## src/rtl/instr_fetch_queue.sv

```systemverilog
// First-word-fall-through queue of fetched instruction words with their PCs.
// The head entry is decoded combinationally into MIPS fields for the control FSM.
module instr_fetch_queue #(
  parameter int unsigned DEPTH     = 4,
  parameter int unsigned PC_WIDTH  = 32,
  parameter int unsigned EXT_WIDTH = 32
) (
  input  logic                         clk,
  input  logic                         rst_n,
  input  logic                         flush,
  input  logic                         in_valid,
  output logic                         in_ready,
  input  logic [31:0]                  in_instr,
  input  logic [PC_WIDTH-1:0]          in_pc,
  output logic                         out_valid,
  input  logic                         out_ready,
  output logic [31:0]                  out_instr,
  output logic [PC_WIDTH-1:0]          out_pc,
  output logic [5:0]                   opcode,
  output logic [4:0]                   rs,
  output logic [4:0]                   rt,
  output logic [4:0]                   rd,
  output logic [4:0]                   shamt,
  output logic [5:0]                   funct,
  output logic [15:0]                  imm16,
  output logic [EXT_WIDTH-1:0]         imm_ext,
  output logic [25:0]                  target,
  output logic [$clog2(DEPTH+1)-1:0]   count
);

  localparam int unsigned PtrW = $clog2(DEPTH);
  localparam int unsigned CntW = $clog2(DEPTH+1);

  logic [31:0]         r_instr_mem [DEPTH];
  logic [PC_WIDTH-1:0] r_pc_mem    [DEPTH];
  logic [PtrW-1:0]     r_wr_ptr;
  logic [PtrW-1:0]     r_rd_ptr;
  logic [CntW-1:0]     r_count;

  logic                w_push;
  logic                w_pop;
  logic [PtrW-1:0]     w_wr_ptr_inc;
  logic [PtrW-1:0]     w_rd_ptr_inc;
  logic [31:0]         w_head_instr;
  logic [PC_WIDTH-1:0] w_head_pc;
  logic                w_zero_ext;
  logic                w_sign;

  // A full queue refuses pushes even when popping: no pass-through path.
  assign in_ready  = (r_count < CntW'(DEPTH));
  assign out_valid = (r_count != '0);
  assign count     = r_count;

  assign w_push = in_valid && in_ready && !flush;
  assign w_pop  = out_valid && out_ready && !flush;

  // Explicit wrap so non-power-of-two depths work.
  assign w_wr_ptr_inc = (r_wr_ptr == PtrW'(DEPTH - 1)) ? '0 : r_wr_ptr + PtrW'(1);
  assign w_rd_ptr_inc = (r_rd_ptr == PtrW'(DEPTH - 1)) ? '0 : r_rd_ptr + PtrW'(1);

  always_ff @(posedge clk or negedge rst_n) begin
    if (!rst_n) begin
      r_wr_ptr <= '0;
      r_rd_ptr <= '0;
      r_count  <= '0;
    end else if (flush) begin
      r_wr_ptr <= '0;
      r_rd_ptr <= '0;
      r_count  <= '0;
    end else begin
      if (w_push) begin
        r_wr_ptr <= w_wr_ptr_inc;
      end
      if (w_pop) begin
        r_rd_ptr <= w_rd_ptr_inc;
      end
      unique case ({w_push, w_pop})
        2'b10:   r_count <= r_count + CntW'(1);
        2'b01:   r_count <= r_count - CntW'(1);
        default: r_count <= r_count;
      endcase
    end
  end

  // Storage is intentionally not reset; validity is tracked by r_count alone.
  always_ff @(posedge clk) begin
    if (w_push) begin
      r_instr_mem[r_wr_ptr] <= in_instr;
      r_pc_mem[r_wr_ptr]    <= in_pc;
    end
  end

  assign w_head_instr = out_valid ? r_instr_mem[r_rd_ptr] : '0;
  assign w_head_pc    = out_valid ? r_pc_mem[r_rd_ptr]    : '0;

  assign out_instr = w_head_instr;
  assign out_pc    = w_head_pc;
  assign opcode    = w_head_instr[31:26];
  assign rs        = w_head_instr[25:21];
  assign rt        = w_head_instr[20:16];
  assign rd        = w_head_instr[15:11];
  assign shamt     = w_head_instr[10:6];
  assign funct     = w_head_instr[5:0];
  assign imm16     = w_head_instr[15:0];
  assign target    = w_head_instr[25:0];

  // andi / ori / xori take a zero-extended immediate; everything else sign-extends.
  assign w_zero_ext = (w_head_instr[31:26] == 6'h0C) || (w_head_instr[31:26] == 6'h0D) ||
                      (w_head_instr[31:26] == 6'h0E);
  assign w_sign     = w_head_instr[15] && !w_zero_ext;

  always_comb begin
    imm_ext       = {EXT_WIDTH{w_sign}};
    imm_ext[15:0] = w_head_instr[15:0];
  end

endmodule

```

## config.mk

```make
export PLATFORM = sky130hd
export DESIGN_NAME = instr_fetch_queue
export DESIGN_NICKNAME = d
export VERILOG_FILES = /design/src/rtl/instr_fetch_queue.sv
export SDC_FILE = /design/constraint.sdc
export NUM_CORES = 1
export LEC_CHECK = 0
export CAP_MARGIN = 20
export CORE_MARGIN = 1
export CORE_UTILIZATION = 55
export DETAILED_ROUTE_END_ITERATION = 10
export GPL_TIMING_DRIVEN = 1
export PLACE_DENSITY = 0.86
export REMOVE_ABC_BUFFERS = 1
export SYNTH_ARGS = -nofsm -noshare
export SYNTH_HDL_FRONTEND = slang
export SYNTH_SLANG_ARGS = --single-unit
```

## constraint.sdc

```tcl
create_clock -name clk -period 5.05 [get_ports clk]
set_clock_uncertainty 0.05 [all_clocks]
set_input_delay 0.505 -clock clk [delete_from_list [all_inputs] [get_ports clk]]
set_output_delay 0.505 -clock clk [all_outputs]
set_load 0.02 [all_outputs]
```

---- After elaboration in Yosys (flattened, before gate mapping) ----
Memory sizes are Yosys's and may differ from the RTL's.
Cells that the tools add are included.
word-level totals
  output and inout port bits .............. 175
  memory bits (writable) .................. 256
  input bits .............................. 69
  register bits ........................... 7
  memories ................................ 2
  word-level logic and storage cells ...... 42
cells by class
  muxes and demuxes ....................... 12
  reduce and logical (&&, ||, !) cells .... 13
  equality and inequality tests ........... 7
  order comparisons ....................... 1
  add/subtract/negate cells ............... 4
memory list
  memory       words  bits a word  read ports  clocked after Yosys merged registers in  wr ports  line  RTL
  r_instr_mem  4      32           1           0                                        1         34    logic [31:0] r_instr_mem [DEPTH];
  r_pc_mem     4      32           1           0                                        1         35    logic [PC_WIDTH-1:0] r_pc_mem [DEPTH];
operators by type and width
  operator               number
  $mux W32               2
  $eq A6 B4 Y1 const B   3
  $mux W2                6
  $eq A2 B2 Y1 const B   3
  $pmux W3 S2            1
  $reduce_bool A3 Y1     2
  $logic_and A1 B1 Y1    5
  $add A2 B1 Y2 const B  2
  $reduce_bool A2 Y1     2
  $add A3 B1 Y3 const B  1
  $lt A3 B3 Y1 const B   1
  $mux W3                1
  $sub A3 B1 Y3 const B  1
  $eq A2 B1 Y1 const B   1
  $logic_not A1 Y1       2
  $logic_or A1 B1 Y1     2
  $mux W1                2

---- Logic depth before layout (Yosys ltp) ----
  depth after elaboration ................. 7
  mapped depth ............................ 7
  gate-level depth less buffers ........... 6

---- Worst setup path after synthesis ----
Ideal clock, no wire load.
  path type ............................... register to register
  from .................................... register r_count[2], in the netlist count[2]
  to ...................................... memory r_instr_mem[0][0], enable pin
  library setup time ...................... 0.429 ns
  data arrival time ....................... 2.626 ns
  setup slack ............................. 1.945 ns
  period minus slack after synthesis ...... 3.105 ns
  path buffers ............................ 1
  data required time ...................... 4.571 ns
  cell stages (with the launch flop) ...... 5
  cells stage by stage .................... dfrtp_1 nor2b_1 clkbuf_1 nor2b_1 and2_1
between the ends
  longest elaborated chain between the ends .. 5
RTL lines
  item                              line  RTL
  from (decl)                       38    logic [CntW-1:0] r_count;
  from (signal assigned)            78    2'b10: r_count <= r_count + CntW'(1);
  from (signal assigned)            79    2'b01: r_count <= r_count - CntW'(1);
  from (signal assigned)            80    default: r_count <= r_count;
  $lt A3 B3 Y1                      50    assign in_ready = (r_count < CntW'(DEPTH));
  $logic_and A1 B1 Y1 (2 in a row)  54    assign w_push = in_valid && in_ready && !flush;
  $mux W1                           87    if (w_push) begin
  $mux W1 (not written as such)     88    r_instr_mem[r_wr_ptr] <= in_instr;
  to (decl)                         34
Every way passes these cells.

---- Worst setup path after layout ----
  from .................................... register r_count[2], in the netlist count[2]
  to ...................................... output imm_ext[16]
between the ends
  longest elaborated chain between the ends .. 7
  elaborated cells on any way between the ends .. 9
  those cells by class .................... eq/ne: 3; mux: 1; reduce/logical: 5
RTL lines
  item                             line  RTL
  $reduce_bool A3 Y1 (*)           51    assign out_valid = (r_count != '0);
  $mux W32 (*)                     93    assign w_head_instr = out_valid ? r_instr_mem[r_rd_ptr] : '0;
  $eq A6 B4 Y1                     108   assign w_zero_ext = (w_head_instr[31:26] == 6'h0C) || (w_head_instr[31:26] == 6'h0D) ||
  $logic_or A1 B1 Y1 (2 in a row)  108
  $logic_not A1 Y1                 110   assign w_sign = w_head_instr[15] && !w_zero_ext;
  $logic_and A1 B1 Y1 (*)          110
  to (decl)                        26    output logic [EXT_WIDTH-1:0] imm_ext,
Mark *: on every way between the ends. The rest lies on a longest branch, timed or not.

==> flow_summary.ini <==
[grt]
first_global_vias = 5534
grt_pass1_wl_um = 30390
track_usage = 0.1971
overflow = 0
antenna_found_initial = 0
grt_max_degree = 71

[routing]
routed_via_density = 5.427
first_pass_iters = 4
met3_length_um = 1239
via_count = 5405
drc = 0
wirelength_met1_um = 7952
drt_iter0_drc = 236
wl_um = 20020
drtAntennaViolNets = 0
highest_layer = met4
wire_per_inst_um = 20.10
met2_length_um = 10300

[worst_hold_path]
hold_class = input pin to async pin

[power]
cellLeakagePower_nw = 4.408
worst_ir_drop_vdd_mv = 0.4724
cellPowerDensity_nw_per_um2 = 588.0

[timing]
period_share = 0.8197
hold_viol = 0
fin_crit_ns = 4.140
rsz0062_at_grt = false
fmax_ghz = 0.2416
tightest_slew_ns = 1.035
slew_headroom = 0.3102
maxSlewViolCount = 0
setup_violations = 0

[layout]
fin_cells = 996
drive_gt1_frac = 0.1589
layout.nets = 788
mostFrequentLayoutCell = edfxtp_1
postLayoutCoreUtil = 0.7020
n_fill_cell = 1214
layout_common_cells = 256 x edfxtp_1, 243 x clkdlybuf4s50_1, 65 x and2_1, 64 x mux4_2, 27 x clkbuf_16
syn_to_final_growth_pct = 24.62

[clocking]
postCtsSetupRepairBufs = 0
cts_buffer_depth = 3
worstSkewPairLatency_ns = 0.51
h-tree-depth = 1
cts_sinks = 263
root_buffer = clkbuf_16
clkTransAtPathRegs_ns = 0.06
cts.repair.resized = 0
ctsHoldBuffers = 0
cts_buffers = 26
tritoncts = yes

[critical_path]
endpoint_kind = primary output
reg2reg_setup_slack_ns = 2.43
cp_slowest_stage_delay_ns = 0.71
regToRegStartpoint = count[2]
r2r_end = r_pc_mem[1][8]
arrival_ns = 3.58
cp_max_fo = 39
cp_cell_sequence = or3_2 > buf_4 > and2_1 > o21a_1 > clkdlybuf4s50_1
critPathSlowestCell = clkdlybuf4s50_1
crit_type = flip-flop to primary output
r2r_cells = 3
cp-start-kind = flip-flop
cp_data_required_time_ns = 4.49
cpLargestDelayFamily = buffers and inverters
crit_buf_inv = 2

[synth]
synth_top_family_by_area = multiplexers
synth_top_cell_area_share = 0.6989
synth_compound_area_frac = 0.007735
ys_seq_area_frac = 0.7148
synth_top_area_cell = edfxtp_1
yosys-top-cells-area = edfxtp_1 70%, mux4_2 13%, buf_4 7.2%, and2_1 3.9%, dfrtp_1 1.6%
synthFlopType = edfxtp_1
synth-edff-count = 256
yosysUniqueCellTypes = 30
synth_mux_area_frac = 0.1320
synthXorXnorAreaFrac = 0.001593
synth_cells = 571
async_flop_share = 0.02662
ys.warnings.count = 0
ys_ff_latch = 263
synth_area_um2 = 11000
synth-simple-area-share = 0.04880
syn_area_per_cell_um2 = 19.26
synth-adder-area-share = 0.007508

[die]
dieHeight_um = 143.4
fp.dieArea_um2 = 20570
row_count = 51
design.core.area_um2 = 19530
chipWidth_um = 143.4
num_io_pins = 244
start_util = 0.5633

[status]
status = finished, final reports clean

[placement]
place_inst = 950
portBuffers = 243
dp_hpwl_um = 11870
gp_congestion = 0.7293

[job]
cap_violations = 0
==> layer usage <==
| metal | global-route usage | vias up |
|---|---|---|
| met4 | 0.06663 | 0 |
| met1 | 0.2473 | 2778 |
| met5 | 0 | - |
| met2 | 0.3457 | 208 |
| met3 | 0.03665 | 37 |
| li1 | - | 2382 |
==> logic make-up (layout without fill, tap and decap cells) <==
group | after synthesis | after routing
other | 0 | 1
XOR/XNOR | 2 | 2
flip-flops | 263 | 263
buffers and inverters | 134 | 293
AND/OR/NAND/NOR | 90 | 90
AO/OA/AOI/OAI | 11 | 11
adder cells (fa/ha/maj) | 6 | 6
multiplexers | 65 | 65
==> flip-flops by register name, summed over array words and instances (netlist names) <==
name,cells
count,3
r_instr_mem,128
r_pc_mem,128
r_rd_ptr,2
r_wr_ptr,2
==> power breakdown <==
part	internal (mW)	switching [mW]
clock	1.14	0.748
combinational	1.70	1.77
sequential	2.54	0.148
==> layout make-up <==
type                    count  area, µm²  area share
clock buffers              35      755.7     0.05513
inverters                   3      11.26   0.0008215
repair buffers            245       2447      0.1785
multi-input cells         174       2185      0.1594
diodes                      1      2.502   0.0001826
well taps                 265      331.6     0.02419
flip-flops and latches    263       7870      0.5742
clock inverters            10      103.9    0.007576
==> cells in the mapped netlist (2+ instances only) <==
master / n
inv_1: 3
buf_6: 5
nand3_1: 2
clkbuf_1: 12
dfrtp_1: 7
buf_4: 106
and2_1: 69
buf_2: 7
mux4_2: 64
nor2b_1: 2
ha_1: 5
nor3_1: 2
a21oi_1: 5
edfxtp_1: 256
nor2_1: 7
nand2_1: 4
xnor2_1: 2
==> metrics by stage <==
step / cell area (µm²) / setup slack, ns / hold WS [ns] / power (mW) / setup TNS (ns)
after CTS: 13700 / 0.8603 / 0.2011 / 8.142 / 0
after global placement: 12840 / 1.540 / 0.5283 / 6.170 / 0
after global routing: 13700 / 0.6506 / 0.2203 / 8.397 / 0
final: 13710 / 0.9105 / 0.2071 / 8.060 / 0
after detailed placement: 12840 / 1.402 / 0.5878 / 6.243 / 0
after floorplan: 10050 / -1.660 / 0.1594 / 4.493 / -26.56
==> how the worst max path moves through the flow <==
stage | start | end | slack [ns] | cells past startpoint
floorplan | r_rd_ptr[0] | imm_ext[16] | -1.66 | 3
global placement | r_rd_ptr[0] | imm16[8] | 1.54 | 4
detailed placement | count[2] | imm_ext[22] | 1.40 | 5
CTS | count[2] | imm_ext[22] | 0.86 | 5
global route | count[2] | imm_ext[22] | 0.65 | 5
finish | count[2] | imm_ext[16] | 0.91 | 5
==> worst reg2reg max path, stage by stage (launching register included) <==
cell     delay (ns)
dfrtp_1        0.49
nor2b_1        0.45
nor2b_1        0.35
and2_4         0.86
No activity file was read; power rests on OpenSTA's default activity.
